## config.mk

```make
export PLATFORM = sky130hd
export DESIGN_NAME = timer_core_p
export DESIGN_NICKNAME = d
export VERILOG_FILES = /design/src/rtl/timer_pkg.sv /design/src/rtl/timer_core_p_field_ctr.sv /design/src/rtl/timer_core_p.sv
export SDC_FILE = /design/constraint.sdc
export NUM_CORES = 1
export LEC_CHECK = 0
export CAP_MARGIN = 30
export CORE_ASPECT_RATIO = 0.6
export CORE_MARGIN = 3
export CORE_UTILIZATION = 40
export DETAILED_ROUTE_END_ITERATION = 16
export DONT_BUFFER_PORTS = 1
export PLACE_DENSITY = 0.59
export SLEW_MARGIN = 0
export SYNTH_ARGS = -nofsm -noshare
export SYNTH_HDL_FRONTEND = slang
export SYNTH_HIERARCHICAL = 1
export SYNTH_SLANG_ARGS = --single-unit
```

## constraint.sdc

```tcl
create_clock -name clk -period 7.8 [get_ports clk]
set_clock_uncertainty 0.2 [all_clocks]
set_input_delay 1.17 -clock clk [delete_from_list [all_inputs] [get_ports clk]]
set_output_delay 1.17 -clock clk [all_outputs]
set_load 0.02 [all_outputs]
```

## src/rtl/timer_pkg.sv

```systemverilog
// rtl/timer_pkg.sv - shared types, field widths and limits for the timer core
// Purpose: state encoding, field width and per-field maximum values.
// Contents: timer_state_t, FW, SEC_MAX, MIN_MAX, field_max(idx, hr_max).
package timer_pkg;

    typedef enum logic [2:0] {
        ST_PAUSED  = 3'd0,
        ST_RUNNING = 3'd1,
        ST_EDIT_HH = 3'd2,
        ST_EDIT_MM = 3'd3,
        ST_EDIT_SS = 3'd4,
        ST_EXPIRED = 3'd5
    } timer_state_t;

    localparam int FW      = 6;
    localparam int SEC_MAX = 59;
    localparam int MIN_MAX = 59;

    // Field 0 is seconds, field 1 minutes, field 2 hours.
    function automatic int field_max(input int idx, input int hr_max);
        if (idx == 0) begin
            return SEC_MAX;
        end else if (idx == 1) begin
            return MIN_MAX;
        end
        return hr_max;
    endfunction

endpackage

```

## src/rtl/timer_core_p_field_ctr.sv

```systemverilog
// rtl/timer_core_p_field_ctr.sv - one FW-bit mod-(MAX+1) up/down time field
// Purpose: single time field with count, edit-wrap and parallel load.
// Ports:
//   clk, rst         clock, asynchronous active-high reset (value -> 0)
//   en_i, up_i       count step and its direction (carry chain driven)
//   inc_i, dec_i     edit steps; both together cancel
//   load_i, load_val_i  parallel load (auto reload)
//   value_o          current field value
//   carry_o          field sits at its wrap point for direction up_i
module field_ctr
    import timer_pkg::*;
#(
    parameter int MAX = 59
) (
    input  logic          clk,
    input  logic          rst,
    input  logic          en_i,
    input  logic          up_i,
    input  logic          inc_i,
    input  logic          dec_i,
    input  logic          load_i,
    input  logic [FW-1:0] load_val_i,
    output logic [FW-1:0] value_o,
    output logic          carry_o
);

    localparam logic [FW-1:0] MAX_V = FW'(MAX);

    logic [FW-1:0] value_q, value_d;
    logic          at_max, at_zero, step_up, step_dn;

    assign at_max  = (value_q == MAX_V);
    assign at_zero = (value_q == '0);

    // Counting and editing never coincide: the core enables them in disjoint states.
    assign step_up = (en_i & up_i)  | (inc_i & ~dec_i);
    assign step_dn = (en_i & ~up_i) | (dec_i & ~inc_i);

    // Not gated by en_i so the core can test for all-fields-at-limit before stepping.
    assign carry_o = up_i ? at_max : at_zero;

    always_comb begin
        value_d = value_q;
        if (load_i) begin
            value_d = load_val_i;
        end else if (step_up) begin
            value_d = at_max ? '0 : value_q + FW'(1);
        end else if (step_dn) begin
            value_d = at_zero ? MAX_V : value_q - FW'(1);
        end
    end

    always_ff @(posedge clk or posedge rst) begin
        if (rst) begin
            value_q <= '0;
        end else begin
            value_q <= value_d;
        end
    end

    assign value_o = value_q;

endmodule

```

## src/rtl/timer_core_p.sv

```systemverilog
// rtl/timer_core_p.sv - parametrised MM:SS / HH:MM:SS countdown/countup timer core
// Purpose: run/pause/edit/expire control around FIELDS chained time fields.
// Optional feature macro: TIMER_AUTO_RELOAD_EN (down-count expiry reloads preset).
// Ports:
//   clk, rst   clock, asynchronous active-high reset
//   tick       count enable pulse from prescaler
//   dir        0 = count down, 1 = count up
//   pause_p    toggle run/pause, clears alarm
//   mode_p     step through edit fields
//   inc_p      +1 to edited field
//   dec_p      -1 to edited field
//   cnt_o      packed fields [5:0]=SS [11:6]=MM [17:12]=HH
//   blink_o    per-digit blink, bit0 = SS ones
//   edit_o     high in edit states
//   alarm_o    high in EXPIRED
//   done_o     one-cycle pulse on expiry (or reload)
module timer_core_p
    import timer_pkg::*;
#(
    parameter int FIELDS = 2,
    parameter int HR_MAX = 23
) (
    input  logic                 clk,
    input  logic                 rst,
    input  logic                 tick,
    input  logic                 dir,
    input  logic                 pause_p,
    input  logic                 mode_p,
    input  logic                 inc_p,
    input  logic                 dec_p,
    output logic [6*FIELDS-1:0]  cnt_o,
    output logic [2*FIELDS-1:0]  blink_o,
    output logic                 edit_o,
    output logic                 alarm_o,
    output logic                 done_o
);

    localparam int CW = FW * FIELDS;

    timer_state_t        state_q, state_d;
    logic [CW-1:0]       cnt;
    logic [CW-1:0]       preset_q, preset_d;
    logic [FIELDS-1:0]   carry, f_en, edit_sel;
    logic                all_lim, count_en, load, reload_ok;
    logic                done_q, done_d;
    logic                alarm_q, alarm_d;
    logic                edit_q, edit_d;
    logic [2*FIELDS-1:0] blink_q, blink_d;

    // Every field at its wrap point means the next tick would expire the timer.
    assign all_lim = &carry;

`ifdef TIMER_AUTO_RELOAD_EN
    assign reload_ok = ~dir & (preset_q != '0);
`else
    assign reload_ok = 1'b0;
`endif

    // Next-state logic; priority mode_p > pause_p > tick.
    always_comb begin
        state_d  = state_q;
        preset_d = preset_q;
        done_d   = 1'b0;
        count_en = 1'b0;
        load     = 1'b0;
        if (mode_p) begin
            case (state_q)
                ST_EDIT_HH: state_d = ST_EDIT_MM;
                ST_EDIT_MM: state_d = ST_EDIT_SS;
                ST_EDIT_SS: begin
                    state_d  = ST_PAUSED;
                    preset_d = cnt;
                end
                default: begin
                    if (FIELDS == 3) begin
                        state_d = ST_EDIT_HH;
                    end else begin
                        state_d = ST_EDIT_MM;
                    end
                end
            endcase
        end else if (pause_p) begin
            case (state_q)
                ST_PAUSED:  state_d = ST_RUNNING;
                ST_RUNNING: state_d = ST_PAUSED;
                ST_EXPIRED: state_d = ST_PAUSED;
                default:    state_d = state_q;
            endcase
        end else if (tick && state_q == ST_RUNNING) begin
            if (!all_lim) begin
                count_en = 1'b1;
            end else if (reload_ok) begin
                load   = 1'b1;
                done_d = 1'b1;
            end else begin
                state_d = ST_EXPIRED;
                done_d  = 1'b1;
            end
        end
    end

    // Ripple enable: a field steps only when every lower field wraps.
    always_comb begin
        logic lower;
        f_en  = '0;
        lower = count_en;
        for (int i = 0; i < FIELDS; i++) begin
            f_en[i] = lower;
            lower   = lower & carry[i];
        end
    end

    // Edit strobes reach only the field being edited; mode_p wins over edits.
    always_comb begin
        edit_sel = '0;
        if (!mode_p) begin
            case (state_q)
                ST_EDIT_SS: edit_sel[0] = 1'b1;
                ST_EDIT_MM: edit_sel[1] = 1'b1;
                ST_EDIT_HH: edit_sel[FIELDS-1] = (FIELDS == 3);
                default:    edit_sel = '0;
            endcase
        end
    end

    // Outputs are decoded from the next state so they register alongside it.
    always_comb begin
        blink_d = '0;
        alarm_d = (state_d == ST_EXPIRED);
        edit_d  = (state_d == ST_EDIT_HH) || (state_d == ST_EDIT_MM) ||
                  (state_d == ST_EDIT_SS);
        case (state_d)
            ST_EXPIRED: blink_d = '1;
            ST_EDIT_SS: blink_d[1:0] = 2'b11;
            ST_EDIT_MM: blink_d[3:2] = 2'b11;
            ST_EDIT_HH: blink_d[2*FIELDS-1 -: 2] = 2'b11;
            default:    blink_d = '0;
        endcase
    end

    always_ff @(posedge clk or posedge rst) begin
        if (rst) begin
            state_q  <= ST_PAUSED;
            preset_q <= '0;
            done_q   <= 1'b0;
            alarm_q  <= 1'b0;
            edit_q   <= 1'b0;
            blink_q  <= '0;
        end else begin
            state_q  <= state_d;
            preset_q <= preset_d;
            done_q   <= done_d;
            alarm_q  <= alarm_d;
            edit_q   <= edit_d;
            blink_q  <= blink_d;
        end
    end

    for (genvar i = 0; i < FIELDS; i++) begin : g_field
        field_ctr #(
            .MAX(field_max(i, HR_MAX))
        ) u_field (
            .clk       (clk),
            .rst       (rst),
            .en_i      (f_en[i]),
            .up_i      (dir),
            .inc_i     (inc_p & edit_sel[i]),
            .dec_i     (dec_p & edit_sel[i]),
            .load_i    (load),
            .load_val_i(preset_q[i*FW +: FW]),
            .value_o   (cnt[i*FW +: FW]),
            .carry_o   (carry[i])
        );
    end

    assign cnt_o   = cnt;
    assign blink_o = blink_q;
    assign edit_o  = edit_q;
    assign alarm_o = alarm_q;
    assign done_o  = done_q;

endmodule

```

==> results of run 1 <==
per-layer routing:
layer,vias up,part of all wire (%)
met1,834,51
met3,2,8.7
met4,0,0.51
met2,55,40
met5,-,0
li1,895,-
worst paths after layout:
kind | slack [ps] | to | from | cells after the start
max in group asynchronous | 6200 | blink_o[1] | rst | 1
max reg2reg | 4620 | g_field[1].u_field/value_o[5] | g_field[0].u_field/value_o[0] | 11
max | 4620 | g_field[1].u_field/value_o[5] | g_field[0].u_field/value_o[0] | 11
min in group asynchronous | 500 | g_field[1].u_field/value_o[3] | rst | 1
min | 290 | preset_q[3] | preset_q[3] | 1
min reg2reg | 290 | preset_q[3] | preset_q[3] | 1
sequential cells by signal, indices dropped and copies added, names as in the netlist:
signal,cells
g_field.u_field/value_o,12
preset_q,12
state_q,3
blink_o,2
alarm_o,1
done_o,1
edit_o,1
power groups by stage:
stage / sequential, uW / combinational [uW] / clock, uW
floorplan: 314 / 321 / 0
global placement: 372 / 325 / 0
detailed placement: 371 / 326 / 0
CTS: 369 / 327 / 141
global route: 383 / 379 / 148
finish: 368 / 331 / 138
area by class of cell:
class	count	area [um2]	area share (%)
Clock buffer	7	96.3	4.14
Inverter	12	45.0	1.94
Multi-Input combinational cell	203	1300	55.9
Sequential cell	32	801	34.4
Tap cell	66	82.6	3.55
synthesized netlist by cell type (7+ instances only):
master,n,area share (%)
nand2_1,26,4.5
nor2b_1,7,2.0
nor3_1,10,2.3
nand2b_1,7,2.0
nand3_1,10,2.3
inv_1,10,1.7
dfrtp_1,32,37
nor2_1,17,2.9
o21ai_0,13,3.0
nor4_1,7,2.0
a21oi_1,15,3.5
mux2_1,12,6.2
cells by family (layout without fill, tap and decap cells):
family                   count (synthesis)  count (layout)  share of synthesized area [%]
AO/OA/AOI/OAI                           55              55                           17.2
XOR/XNOR                                 8               8                           3.23
adder cells (fa/ha/maj)                  6               6                           3.46
buffers and inverters                   23              19                           5.18
flip-flops                              32              32                           36.9
multiplexers                            12              12                           6.22
other                                    1              12                          0.173
AND/OR/NAND/NOR                        110             110                           27.7
worst register-to-register path: cells and delay by family (launching register included):
kind	cells	cell delay (ps)
compound gates	4	630
fa+ha+maj	1	320
flops	1	630
simple gates	6	1280
through the flow:
| stage | hold WS [ps] | worst slack, ps | utilization (%) |
|---|---|---|---|
| floorplan | 258 | 4920 | - |
| finish | 291 | 4620 | 45.1 |
| global route | 309 | 4380 | 45.1 |
| global placement | 267 | 4730 | 43.2 |
| detailed placement | 280 | 4720 | 43.2 |
| CTS | 295 | 4680 | 45.1 |
cells in the final DEF (no fill, tap or decap), types with 3 or more instances in the layout:
master / n
dfrtp_1: 32
nand2_1: 26
nor2_1: 17
a21oi_1: 15
o21ai_0: 13
mux2_1: 12
conb_1: 12
inv_1: 10
nor3_1: 10
nand3_1: 10
nor2b_1: 7
nand2b_1: 7
nor4_1: 7
clkbuf_8: 7
xnor2_1: 6
ha_1: 6
o31ai_1: 4
and3_1: 3
o21ai_1: 3
nor3b_1: 3
or3_1: 3
==> metrics, run 1 <==
worst-margin pin slew 776 ps; switching power 385 uW; post-synthesis register bit count 32; Sink Count 32; GR Overflow Total 0; Seq/Total Area, Yosys 36.9%; Max clock buf depth 2; CTS Buf Count 5; Final Cycle Share 40.8%; worst min-delay path class reg -> reg; CP max-delay cell dfrtp_1; RSZ-0062 raised after global routing false; H-tree levels 2; clk_lat worst skew 280 ps; Yosys cell types 49; die area 6380 um2; Mapped Avg Cell Area 8.79 um2; Final Total Pwr 838 uW; delay-heaviest family, CP simple AND/OR/NAND/NOR gates; crit path cell chain ha_1, nand2_1, nor3_1, nand2_1, o21ai_0, nor3b_1, nand2_1, and2_1, o2111a_1, a311oi_1, o21ai_0; standard-cell rows 20; max frequency 314 MHz; outcome complete, no violations; fraction of layout cells with a size suffix above 1 7.09%; MaxCap Viol Count 0; met2 usage 22.4%; maximum fanout along the worst path 9; Critical Path AT 3140 ps; Post-DP Area 2230 um2; Avg WL per Cell 15.5 um; Final ANT Viol Nets 0; DRC 0; Pins Over Slew Limit 0; Synth Instances 247; fraction of registers with async set/reset 100%; synthesized area 2170 um2; power share of the clock group 16.5%; Fillers 510; core area 5150 um2; Avg Vias per Cell 5.58; placed cells 313; clock tree from TritonCTS built; NumNets Final 268; maximum VDD drop 0.164 mV; hpwl dp 3.67 mm; First-pass DRT Iterations 4; leakage power 0.00102 uW; CP most frequent cell nand2_1; Post-synth EDFFs 0; initial antenna violation count 0; gpl congestion 0.842; die height 63.1 um; CP max stage delay 630 ps; GRT busiest layer met1; Initial Utilization 42.1%; CTS Root Cell clkbuf_8; critical path class reg -> reg; iteration-0 DRC count of the detailed router 187; Setup violations, final 0; Startpoint Class register; CP required 7760 ps; WP buf/inv 0; first-pass GRT wire length 8.53 mm; Die X 101 um; total power per unit cell area 360 nW/um2; IO Pins 27; top_reg_cell synth dfrtp_1; Fin. Hold Viols 0; CTS resizes 0; final cell count without fillers 320; vias in the first global route 1658; I/O Buffers 0; setup TNS 0 ps; M1 GR Usage 25.3%; CP endpoint kind register; Flop pwr share 44.0%; post-layout min period 3180 ps; Post-CTS Setup Inserts 0; hold buffers post-CTS 0; Total GRT Usage 16.9%; number of diodes 0; combinational power share 39.6%; post-route cell area 2320 um2; worst rel slew slack 48.2%; Warnings, synthesis 6; internal power 453 uW; clock slew at reported path FFs 70 ps; met3 usage 6.08%; DR vias 1786; Area Overhead vs Synth 7.03%; Sw Ratio 46.0%; Routed Wire Length 4.95 mm; largest net degree at the start of global routing 21
Note: power is estimated with default switching activity, not from simulation.
==> run 2: changes to the inputs <==
==> constraint.sdc (replaced) <==
create_clock -name clk -period 3.2 [get_ports clk]
set_clock_uncertainty 0.2 [all_clocks]
set_input_delay 0.48 -clock clk [delete_from_list [all_inputs] [get_ports clk]]
set_output_delay 0.48 -clock clk [all_outputs]
set_load 0.02 [all_outputs]
==> metrics, run 2 (same netlist as run 1, synthesis figures left out) <==
outcome complete, no violations; Sink Count 32; clk_lat worst skew 270 ps; standard-cell rows 20; Fin. Hold Viols 0; setup TNS 0 ps; Avg WL per Cell 15.6 um; most frequent cells in the layout dfrtp_1, nand2_1, nor2_1; First-pass DRT Iterations 5; post-layout min period 2890 ps; Critical Path AT 2900 ps; vias in the first global route 1664; Final ANT Viol Nets 0; CTS Root Cell clkbuf_8; CTS Buf Count 5; RSZ-0062 raised after global routing false; post-route setup slack 312 ps; Avg Vias per Cell 5.54; first-pass GRT wire length 8.82 mm; iteration-0 DRC count of the detailed router 222; number of diodes 0; Routed Wire Length 5.20 mm; Pins Over Slew Limit 0; DRC 0; Setup violations, final 0; Place WS 346 ps; initial antenna violation count 0; H-tree levels 2; Initial Utilization 42.1%; reg-to-reg startpoint g_field[1].u_field/value_o[1]; total power per unit cell area 880 nW/um2; maximum VDD drop 0.476 mV; max frequency 346 MHz; CP endpoint kind register; Area Overhead vs Synth 11.9%; leakage power 0.00109 uW; Final Cycle Share 90.2%; maximum fanout along the worst path 7; fraction of layout cells with a size suffix above 1 11.6%; worst-margin pin slew 805 ps; core area 5150 um2; Die X 101 um; Total GRT Usage 17.5%; MaxCap Viol Count 0; NumNets Final 281; clock slew at reported path FFs 70 ps; CP required 3210 ps; critical path class reg -> reg; Startpoint Class register; most common cell after layout, fill and taps aside dfrtp_1; hpwl dp 3.94 mm; Max clock buf depth 2; worst rel slew slack 46.3%; clock tree from TritonCTS built; die height 63.1 um; I/O Buffers 0; worst setup path start g_field[1].u_field/value_o[1]; GR Overflow Total 0; largest net degree at the start of global routing 21; DR vias 1844; die area 6380 um2; Fillers 504; IO Pins 27; gpl congestion 0.954; worst min-delay path class in -> async
run 2: worst max-delay path, cell delays in order, from the launching register on:
cell      delay (ps)
dfrtp_1          580
ha_1             310
nand2_1           90
nor3_1           300
nand2_1           90
o21ai_0          170
a21oi_1          160
nand2_1          160
and2_1           230
nand3_1          110
a2111o_1         380
nand3_1           70
run 2: per-stage QoR:
step / util, % / area, um2 / total power [uW] / hold WS (ps) / cells
6_report: 47.1 / 2430 / 2140 / 47.1 / 333
5_1_grt: 47.1 / 2430 / 2320 / 55.9 / 333
4_1_cts: 47.0 / 2420 / 2140 / 62.3 / 333
3_5_place_dp: 45.0 / 2320 / 1790 / 127 / 325
3_3_place_gp: 45.0 / 2320 / 1800 / 123 / 325
2_1_floorplan: - / 2210 / 1550 / 71.0 / 258
run 2: report_power, final:
part / total (uW) / internal [uW] / switching (uW)
Combinational: 1050 / 440 / 607
Sequential: 756 / 547 / 209
Clock: 336 / 192 / 144
Total: 2140 / 1180 / 960
run 2: routing by layer:
layer / share of wire, % / track usage [%] / vias to the layer above / wire [um]
met5: 0 / 0 / - / 0
met4: 0.35 / 2.99 / 0 / 18
met3: 9.7 / 6.86 / 2 / 504
met2: 38 / 21.0 / 63 / 2000
met1: 51 / 28.7 / 858 / 2680
li1: - / - / 921 / -
run 2: cell type report:
class,count,area [um2],area share [%]
repair buffers,13,100,4.12
multi-input cells,203,1310,53.7
flip-flops and latches,32,801,33.0
well taps,66,82.6,3.40
clock buffers,7,96.3,3.96
inverters,12,45.0,1.85
run 2: path summary, 6_finish.rpt:
path	cells past startpoint	slack, ps	end
max	11	310	g_field[0].u_field/value_o[2]
min	1	50	preset_q[10]
max reg2reg	11	310	g_field[0].u_field/value_o[2]
min reg2reg	1	290	preset_q[11]
max in group asynchronous	2	2160	g_field[0].u_field/value_o[1]
min in group clk	1	70	alarm_o
run 2: what timing repair did:
action,4_1_cts,5_1_grt
hold buffers,1,0
resized for setup,0,1
endpoints found under the hold margin,12,0
endpoints found under the setup margin,0,4
setup buffers,0,0
==> run 3: changes to the inputs <==
--- a/config.mk
+++ b/config.mk
@@ -5,6 +5,7 @@
 export SDC_FILE = /design/constraint.sdc
 export NUM_CORES = 1
 export LEC_CHECK = 0
+export ABC_CLOCK_PERIOD_IN_PS = 3200
 export CAP_MARGIN = 30
 export CORE_ASPECT_RATIO = 0.6
 export CORE_MARGIN = 3
==> results of run 3 <==
The final DEF is identical to that of run 2; final timing and power are the same.
